$ cat config.mk
export PLATFORM = sky130hd
export DESIGN_NAME = cache_ctrl_flat
export DESIGN_NICKNAME = d
export VERILOG_FILES = /design/src/rtl/cache_pkg.sv /design/src/rtl/cache_ctrl_if.sv /design/src/rtl/cache_line_store.sv /design/src/rtl/cache_ctrl.sv /design/src/flat_wrapper.sv
export SDC_FILE = /design/constraint.sdc
export NUM_CORES = 2
export LEC_CHECK = 0
export CORE_MARGIN = 4
export CORE_UTILIZATION = 55
export CTS_CLUSTER_SIZE = 16
export DETAILED_ROUTE_END_ITERATION = 7
export PLACE_DENSITY = 0.72
export SYNTH_ARGS = -nofsm -noshare
export SYNTH_HDL_FRONTEND = slang
export SYNTH_SLANG_ARGS = --single-unit
$ cat constraint.sdc
create_clock -name clk -period 12 [get_ports clk]
set_input_delay 2.4 -clock clk [delete_from_list [all_inputs] [get_ports clk]]
set_output_delay 2.4 -clock clk [all_outputs]
set_load 0.03 [all_outputs]
$ cat src/rtl/cache_pkg.sv
// -----------------------------------------------------------------------------
// cache_pkg : shared widths, FSM state type and address field helpers
// Rev 1.0
// -----------------------------------------------------------------------------
`default_nettype none

package cache_pkg;

  localparam int ADDR_W   = 12;
  localparam int DATA_W   = 32;
  localparam int INDEX_W  = 4;
  localparam int OFFSET_W = 2;
  localparam int TAG_W    = ADDR_W - INDEX_W - OFFSET_W;
  localparam int LINES    = 1 << INDEX_W;
  localparam int WORDS    = 1 << OFFSET_W;

  typedef enum logic [1:0] {
    ST_IDLE   = 2'd0,
    ST_LOOKUP = 2'd1,
    ST_REFILL = 2'd2,
    ST_WRITE  = 2'd3
  } state_e;

  function automatic logic [TAG_W-1:0] addr_tag(input logic [ADDR_W-1:0] a);
    return a[ADDR_W-1 -: TAG_W];
  endfunction

  function automatic logic [INDEX_W-1:0] addr_index(input logic [ADDR_W-1:0] a);
    return a[OFFSET_W +: INDEX_W];
  endfunction

  function automatic logic [OFFSET_W-1:0] addr_offset(input logic [ADDR_W-1:0] a);
    return a[OFFSET_W-1:0];
  endfunction

endpackage

`default_nettype wire

$ cat src/rtl/cache_ctrl_if.sv
// -----------------------------------------------------------------------------
// cache_cpu_if / cache_mem_if : core-side and memory-side buses of cache_ctrl
// Rev 1.0
// -----------------------------------------------------------------------------
`default_nettype none

interface cache_cpu_if import cache_pkg::*; ();
  logic              cpu_rd;
  logic              cpu_wr;
  logic [ADDR_W-1:0] cpu_addr;
  logic [DATA_W-1:0] cpu_wdata;
  logic [DATA_W-1:0] cpu_rdata;
  logic              stall;

  modport master (output cpu_rd, cpu_wr, cpu_addr, cpu_wdata, input cpu_rdata, stall);
  modport slave  (input cpu_rd, cpu_wr, cpu_addr, cpu_wdata, output cpu_rdata, stall);
endinterface

interface cache_mem_if import cache_pkg::*; ();
  logic              mem_rd;
  logic              mem_wr;
  logic [ADDR_W-1:0] mem_addr;
  logic [DATA_W-1:0] mem_wdata;
  logic [DATA_W-1:0] mem_rdata;
  logic              mem_ready;

  modport master (output mem_rd, mem_wr, mem_addr, mem_wdata, input mem_rdata, mem_ready);
  modport slave  (input mem_rd, mem_wr, mem_addr, mem_wdata, output mem_rdata, mem_ready);
endinterface

`default_nettype wire

$ cat src/rtl/cache_line_store.sv
// -----------------------------------------------------------------------------
// cache_line_store : tag/valid/data arrays, one read port, word and tag writes
// Rev 1.0
// -----------------------------------------------------------------------------
`default_nettype none

module cache_line_store import cache_pkg::*; (
  input  logic                clk,
  input  logic                rst,
  input  logic [INDEX_W-1:0]  rd_index,
  input  logic [OFFSET_W-1:0] rd_offset,
  output logic [TAG_W-1:0]    rd_tag,
  output logic                rd_valid,
  output logic [DATA_W-1:0]   rd_word,
  input  logic                word_we,
  input  logic [INDEX_W-1:0]  word_index,
  input  logic [OFFSET_W-1:0] word_offset,
  input  logic [DATA_W-1:0]   word_data,
  input  logic                tv_we,
  input  logic [INDEX_W-1:0]  tv_index,
  input  logic [TAG_W-1:0]    tv_tag,
  input  logic                tv_valid
);

  logic [LINES-1:0]                         valid_q, valid_d;
  logic [LINES-1:0][TAG_W-1:0]              tag_q, tag_d;
  logic [LINES-1:0][WORDS-1:0][DATA_W-1:0]  data_q, data_d;

  always_comb begin
    valid_d = valid_q;
    tag_d   = tag_q;
    data_d  = data_q;
    if (word_we) begin
      data_d[word_index][word_offset] = word_data;
    end
    if (tv_we) begin
      valid_d[tv_index] = tv_valid;
      tag_d[tv_index]   = tv_tag;
    end
  end

  // Only the valid bits need reset; tag and data are don't-care while invalid.
  always_ff @(posedge clk or negedge rst) begin
    if (!rst) begin
      valid_q <= '0;
    end else begin
      valid_q <= valid_d;
    end
  end

  always_ff @(posedge clk) begin
    tag_q  <= tag_d;
    data_q <= data_d;
  end

  assign rd_tag   = tag_q[rd_index];
  assign rd_valid = valid_q[rd_index];
  assign rd_word  = data_q[rd_index][rd_offset];

endmodule

`default_nettype wire

$ cat src/rtl/cache_ctrl.sv
// -----------------------------------------------------------------------------
// cache_ctrl : direct-mapped write-through no-write-allocate cache controller
// Rev 1.0   Optional hit/miss statistics: define CACHE_STATS_EN
// -----------------------------------------------------------------------------
`default_nettype none

module cache_ctrl import cache_pkg::*; (
  input  logic        clk,
  input  logic        rst,
  cache_cpu_if.slave  cpu,
  cache_mem_if.master mem,
  output logic [15:0] hit_cnt,
  output logic [15:0] miss_cnt
);

  state_e              state_q, state_d;
  logic [ADDR_W-1:0]   addr_q, addr_d;
  logic [DATA_W-1:0]   wdata_q, wdata_d;
  logic [OFFSET_W-1:0] cnt_q, cnt_d;

  logic [TAG_W-1:0]    rd_tag;
  logic                rd_valid;
  logic [DATA_W-1:0]   rd_word;
  logic                hit;
  logic                ack;
  logic [DATA_W-1:0]   rdata;
  logic                mem_rd;
  logic                mem_wr;
  logic [ADDR_W-1:0]   mem_addr;
  logic [DATA_W-1:0]   mem_wdata;
  logic                word_we;
  logic [OFFSET_W-1:0] word_offset;
  logic [DATA_W-1:0]   word_data;
  logic                tv_we;
  logic                tv_valid;

  cache_line_store u_store (
    .clk         (clk),
    .rst         (rst),
    .rd_index    (addr_index(addr_q)),
    .rd_offset   (addr_offset(addr_q)),
    .rd_tag      (rd_tag),
    .rd_valid    (rd_valid),
    .rd_word     (rd_word),
    .word_we     (word_we),
    .word_index  (addr_index(addr_q)),
    .word_offset (word_offset),
    .word_data   (word_data),
    .tv_we       (tv_we),
    .tv_index    (addr_index(addr_q)),
    .tv_tag      (addr_tag(addr_q)),
    .tv_valid    (tv_valid)
  );

  assign hit = rd_valid && (rd_tag == addr_tag(addr_q));

  always_comb begin
    state_d     = state_q;
    addr_d      = addr_q;
    wdata_d     = wdata_q;
    cnt_d       = cnt_q;
    ack         = 1'b0;
    rdata       = '0;
    mem_rd      = 1'b0;
    mem_wr      = 1'b0;
    mem_addr    = '0;
    mem_wdata   = '0;
    word_we     = 1'b0;
    word_offset = addr_offset(addr_q);
    word_data   = wdata_q;
    tv_we       = 1'b0;
    tv_valid    = 1'b0;

    case (state_q)
      ST_IDLE: begin
        if (cpu.cpu_wr) begin
          addr_d  = cpu.cpu_addr;
          wdata_d = cpu.cpu_wdata;
          state_d = ST_WRITE;
        end else if (cpu.cpu_rd) begin
          addr_d  = cpu.cpu_addr;
          state_d = ST_LOOKUP;
        end
      end

      ST_LOOKUP: begin
        if (hit) begin
          ack     = 1'b1;
          rdata   = rd_word;
          state_d = ST_IDLE;
        end else begin
          tv_we   = 1'b1;
          cnt_d   = '0;
          state_d = ST_REFILL;
        end
      end

      ST_REFILL: begin
        mem_rd   = 1'b1;
        mem_addr = {addr_q[ADDR_W-1:OFFSET_W], cnt_q};
        if (mem.mem_ready) begin
          word_we     = 1'b1;
          word_offset = cnt_q;
          word_data   = mem.mem_rdata;
          cnt_d       = cnt_q + 1'b1;
          // Last beat: the line becomes valid and LOOKUP re-runs as a hit.
          if (cnt_q == OFFSET_W'(WORDS - 1)) begin
            tv_we    = 1'b1;
            tv_valid = 1'b1;
            state_d  = ST_LOOKUP;
          end
        end
      end

      ST_WRITE: begin
        mem_wr    = 1'b1;
        mem_addr  = addr_q;
        mem_wdata = wdata_q;
        if (mem.mem_ready) begin
          ack     = 1'b1;
          word_we = hit;
          state_d = ST_IDLE;
        end
      end

      default: state_d = ST_IDLE;
    endcase
  end

  always_ff @(posedge clk or negedge rst) begin
    if (!rst) begin
      state_q <= ST_IDLE;
      addr_q  <= '0;
      wdata_q <= '0;
      cnt_q   <= '0;
    end else begin
      state_q <= state_d;
      addr_q  <= addr_d;
      wdata_q <= wdata_d;
      cnt_q   <= cnt_d;
    end
  end

  assign cpu.cpu_rdata = rdata;
  assign cpu.stall     = (cpu.cpu_rd | cpu.cpu_wr) && !ack;
  assign mem.mem_rd    = mem_rd;
  assign mem.mem_wr    = mem_wr;
  assign mem.mem_addr  = mem_addr;
  assign mem.mem_wdata = mem_wdata;

`ifdef CACHE_STATS_EN
  logic        recheck_q, recheck_d;
  logic [15:0] hit_cnt_q, hit_cnt_d;
  logic [15:0] miss_cnt_q, miss_cnt_d;

  // The LOOKUP that follows a refill is a guaranteed hit and is not counted.
  always_comb begin
    recheck_d  = recheck_q;
    hit_cnt_d  = hit_cnt_q;
    miss_cnt_d = miss_cnt_q;
    if (state_q == ST_REFILL && mem.mem_ready && cnt_q == OFFSET_W'(WORDS - 1)) begin
      recheck_d = 1'b1;
    end
    if (state_q == ST_LOOKUP) begin
      recheck_d = 1'b0;
      if (hit && !recheck_q && hit_cnt_q != 16'hFFFF) begin
        hit_cnt_d = hit_cnt_q + 16'd1;
      end
      if (!hit && miss_cnt_q != 16'hFFFF) begin
        miss_cnt_d = miss_cnt_q + 16'd1;
      end
    end
  end

  always_ff @(posedge clk or negedge rst) begin
    if (!rst) begin
      recheck_q  <= 1'b0;
      hit_cnt_q  <= '0;
      miss_cnt_q <= '0;
    end else begin
      recheck_q  <= recheck_d;
      hit_cnt_q  <= hit_cnt_d;
      miss_cnt_q <= miss_cnt_d;
    end
  end

  assign hit_cnt  = hit_cnt_q;
  assign miss_cnt = miss_cnt_q;
`else
  assign hit_cnt  = '0;
  assign miss_cnt = '0;
`endif

endmodule

`default_nettype wire

$ cat src/flat_wrapper.sv
// flat-port wrapper written by rule: the top's interface ports become plain ports
module cache_ctrl_flat import cache_pkg::*;
  (clk, rst, hit_cnt, miss_cnt, cpu_cpu_rd, cpu_cpu_wr, cpu_cpu_addr, cpu_cpu_wdata, cpu_cpu_rdata, cpu_stall, mem_mem_rd, mem_mem_wr, mem_mem_addr, mem_mem_wdata, mem_mem_rdata, mem_mem_ready);
  cache_cpu_if cpu_i ();
  cache_mem_if mem_i ();
  input  logic clk;
  input  logic rst;
  output logic [15:0] hit_cnt;
  output logic [15:0] miss_cnt;
  input wire logic [$bits(cpu_i.cpu_rd)-1:0] cpu_cpu_rd;
  input wire logic [$bits(cpu_i.cpu_wr)-1:0] cpu_cpu_wr;
  input wire logic [$bits(cpu_i.cpu_addr)-1:0] cpu_cpu_addr;
  input wire logic [$bits(cpu_i.cpu_wdata)-1:0] cpu_cpu_wdata;
  output wire logic [$bits(cpu_i.cpu_rdata)-1:0] cpu_cpu_rdata;
  output wire logic [$bits(cpu_i.stall)-1:0] cpu_stall;
  output wire logic [$bits(mem_i.mem_rd)-1:0] mem_mem_rd;
  output wire logic [$bits(mem_i.mem_wr)-1:0] mem_mem_wr;
  output wire logic [$bits(mem_i.mem_addr)-1:0] mem_mem_addr;
  output wire logic [$bits(mem_i.mem_wdata)-1:0] mem_mem_wdata;
  input wire logic [$bits(mem_i.mem_rdata)-1:0] mem_mem_rdata;
  input wire logic [$bits(mem_i.mem_ready)-1:0] mem_mem_ready;
  assign cpu_i.cpu_rd = cpu_cpu_rd;
  assign cpu_i.cpu_wr = cpu_cpu_wr;
  assign cpu_i.cpu_addr = cpu_cpu_addr;
  assign cpu_i.cpu_wdata = cpu_cpu_wdata;
  assign cpu_cpu_rdata = cpu_i.cpu_rdata;
  assign cpu_stall = cpu_i.stall;
  assign mem_mem_rd = mem_i.mem_rd;
  assign mem_mem_wr = mem_i.mem_wr;
  assign mem_mem_addr = mem_i.mem_addr;
  assign mem_mem_wdata = mem_i.mem_wdata;
  assign mem_i.mem_rdata = mem_mem_rdata;
  assign mem_i.mem_ready = mem_mem_ready;
  cache_ctrl u_core (.clk(clk), .rst(rst), .cpu(cpu_i), .mem(mem_i), .hit_cnt(hit_cnt), .miss_cnt(miss_cnt));
endmodule
==> results by group <==
Run status
  – Outcome: finished, final reports clean

Pwr
  – Comb pwr share: 0.306
  – Internal: between 0.015 and 0.02 W
  – Switch share: 0.308
  – Sw Pwr: between 0.007 and 0.008 W
  – Peak supply drop: between 200 and 250 µV
  – Pwr/cell area: roughly 250 nW/µm²
  – Sequential Power Share: 0.439
  – Leak: ~30 nW
  – Clock group share of total power: 0.254

Yosys
  – Synth area leaders: edfxtp_1 (75%), mux4_2 (18%), dfrtp_1 (1.9%), mux2_2 (0.62%), nand2_1 (0.54%)
  – Synth Flop Type: edfxtp_1
  – Mapped Cells: around 3600
  – Synth Area in Compound Gates: 0.00749
  – Post-synthesis xor/xnor area fraction: 0.000306
  – Post-synth EDFFs: roughly 2100
  – Number of synthesis warnings: 0
  – Cell Area, Synth: about 86000 µm²
  – Register area share after synthesis: 0.768
  – Async set-or-reset flop fraction in the synthesized netlist: 0.0290
  – Area share of the largest cell type after synthesis: 0.750
  – Post-synthesis cell type count: between 50 and 60
  – Synth Area in Adders: 0.000874
  – Multiplexer share of the synthesized area: 0.191
  – Commonest cells post-synth: edfxtp_1 (2144), mux4_2 (694), nand2_1 (123)
  – Main combinational cell family by area after synthesis: multiplexers
  – Cell taking the most area after synthesis: edfxtp_1
  – Synth Area in Simple Gates: 0.0176
  – Top-count cell post-synth: edfxtp_1
  – Seq cells post-synth: 2208
  – Syn avg cell area: roughly 24 µm²

Global routing
  – GRT Util Overall: 0.276
  – Pin count of the biggest net entering global routing: 110
  – First-pass GRT wire length: 314 mm
  – GR Overflow Total: 0
  – Initial antenna violation count: 8
  – Vias in the first global route: 41300

Final layout
  – Finished Layout Cells: between 6000 and 7000
  – Fraction of layout cells with a size suffix above 1: 0.300
  – Fin nets: approximately 4000
  – Area Overhead vs Synth: 12.4%
  – Final core utilization: 0.624
  – Finished Cell Area: just under 100000 µm²

Clocking
  – CTS Hold Bufs: 0
  – # Post-CTS Setup Buffers: 0
  – Clk sinks: roughly 2200
  – H-tree depth: 4
  – # resized after CTS: 0
  – Clock tree buffer depth: 3
  – Clk slew on worst S/H paths: ~70 ps
  – Clock latency on the worst-skew pair: roughly 810 ps
  – CTS Buf Count: around 200
  – CTS tree: built
  – CTS root buf: clkbuf_16

Floorplan
  – Site Rows: about 140
  – Chip height: 403 µm
  – I/O Pins: between 150 and 200
  – Die area: approximately 160000 µm²
  – Die X-Extent: between 400 and 500 µm
  – Initial Util: 0.555
  – Total core area: roughly 150000 µm²

Critical path
  – Setup CP Type: reg -> out
  – Slowest CP cell: dfrtp_4
  – Max incr delay on CP: between 1000 and 1500 ps
  – FF-to-FF End: u_core.u_store.data_q[1395]$_DFFE_PP_
  – Reg2reg setup slack: around 5600 ps
  – Critical Path AT: around 6300 ps
  – Worst reg2reg startpoint: u_core.addr_q[3]$_DFFE_PN0P_
  – Crit-path max FO: 70
  – Worst Setup End Kind: output port
  – Worst-path cell chain: buf_4 > mux4_2 > mux2i_1 > mux2i_1 > xnor2_1 > o2111a_1 > nand4_1 > buf_4 > nor2b_1 > clkdlybuf4s50_1
  – R2R cell count: 9
  – Worst Path Buf+Inv: 3
  – Critical path's top delay family: buffers and inverters
  – Req. time, crit path: between 9000 and 10000 ps
  – Setup crit start kind: register

STA
  – RSZ-0062 raised after global routing: false
  – Worst hold slack: between 400 and 500 ps
  – Fin. max-slew vios: 0
  – Minimum clock period: 8670 ps
  – Slew margin rel.: 0.128
  – Final Hold Vio Count: 0
  – Setup Viol. Count Final: 0
  – Period utilization: 0.722
  – Sum Neg Setup Slack: 0 ps
  – Least-Margin Pin Slew: about 1300 ps
  – FMAX: ~0.12 GHz
  – Layout Skew: around 22 ps

Placement
  – Post-DP HPWL: ~120 mm
  – RePlAce Congestion: around 0.84
  – Placed cells: roughly 5800
  – Port bufs: 159
  – Placed cell area: ~90000 µm²

Drt
  – Drt wl/cell: 36.3 µm
  – DRT Pass-1 Iters: 6
  – Drt total wl: approximately 220 mm
  – First DRT Iteration DRCs: 6751
  – DRC Markers: 0
  – Antenna Violating Nets Remaining: 0
  – Vias after detailed routing: 41400
  – Vias per Instance: ~6.8

Flow run
  – Max-cap violations: 0

Min path
  – Worst Hold Path Cells: 1
  – Hold path start: u_core.u_store.valid_q[7]$_DFFE_PN0P_
  – Worst hold endpoint: u_core.u_store.valid_q[7]$_DFFE_PN0P_
  – HP Class: reg -> reg
layout by cell type, fill, tap and decap left out, drive strengths merged, types with 32 or more instances in the layout:
| cell type | Yosys | final |
|---|---|---|
| and2 | 45 | 45 |
| buf | 163 | 111 |
| clkbuf | 64 | 261 |
| clkdlybuf4s50 | 0 | 158 |
| clkinv | 0 | 87 |
| conb | 1 | 32 |
| dfrtp | 64 | 64 |
| edfxtp | 2144 | 2144 |
| mux2 | 47 | 47 |
| mux4 | 694 | 694 |
| nand2 | 123 | 123 |
| nor2 | 91 | 91 |
| nor2b | 38 | 38 |
flip-flops by register name, indices dropped and copies added (netlist names):
name,count
u_core.cnt_q,2
u_core.addr_q,12
u_core.u_store.tag_q,96
u_core.wdata_q,32
u_core.u_store.valid_q,16
u_core.u_store.data_q,2048
u_core.state_q,2
metal layers:
metal  routed length (µm)  global-route usage  vias up
li1                     -                   -    15900
met4                 7590              0.0886        4
met3                25300              0.0637      432
met2               108000               0.435     2872
met1                81200               0.391    22100
met5                   31                   0        -
cells by family (layout without fill, tap and decap cells):
kind of cell / Yosys count / count (layout)
AOI/OAI and AO/OA: 92 / 92
xor gates and xnor gates: 3 / 3
adders and majority gates: 6 / 6
buffers and inverters: 232 / 635
DFF: 2208 / 2208
muxes: 764 / 764
other: 1 / 35
and+or+nand+nor: 328 / 328
metrics by stage:
| step | worst slack [ps] | power (W) |
|---|---|---|
| floorplan | 6610 | 0.0154 |
| global placement | 4350 | 0.0177 |
| detailed placement | 4290 | 0.0178 |
| CTS | 3350 | 0.0238 |
| global route | 3060 | 0.0246 |
| finish | 3330 | 0.0237 |
power by group through the flow:
| stage | combinational [W] | sequential [W] | clock [W] |
|---|---|---|---|
| floorplan | 0.00505 | 0.0103 | 0 |
| global placement | 0.00713 | 0.0106 | 0 |
| detailed placement | 0.00724 | 0.0106 | 0 |
| CTS | 0.00728 | 0.0104 | 0.00609 |
| global route | 0.00766 | 0.0104 | 0.00645 |
| finish | 0.00727 | 0.0104 | 0.00603 |
final cells by class:
type,instances,area [µm²]
tap,2044,2560
inverter,5,18.8
fill,10100,58100
sequential,2208,66000
clock buffer,261,5470
clock inverter,100,654
timing repair buffer,269,2450
multi-input combinational,1225,19400
antenna,3,7.51
how the worst max path moves through the flow:
stage	cells past startpoint	to	startpoint
final	10	cpu_cpu_rdata[1]	u_core.addr_q[3]$_DFFE_PN0P_
after global routing	10	cpu_cpu_rdata[2]	u_core.addr_q[3]$_DFFE_PN0P_
after global placement	7	cpu_cpu_rdata[23]	u_core.addr_q[3]$_DFFE_PN0P_
after detailed placement	10	cpu_cpu_rdata[1]	u_core.addr_q[3]$_DFFE_PN0P_
after floorplan	8	cpu_cpu_rdata[0]	u_core.addr_q[2]$_DFFE_PN0P_
after CTS	10	cpu_cpu_rdata[1]	u_core.addr_q[3]$_DFFE_PN0P_
(Power assumes the default switching activity.)
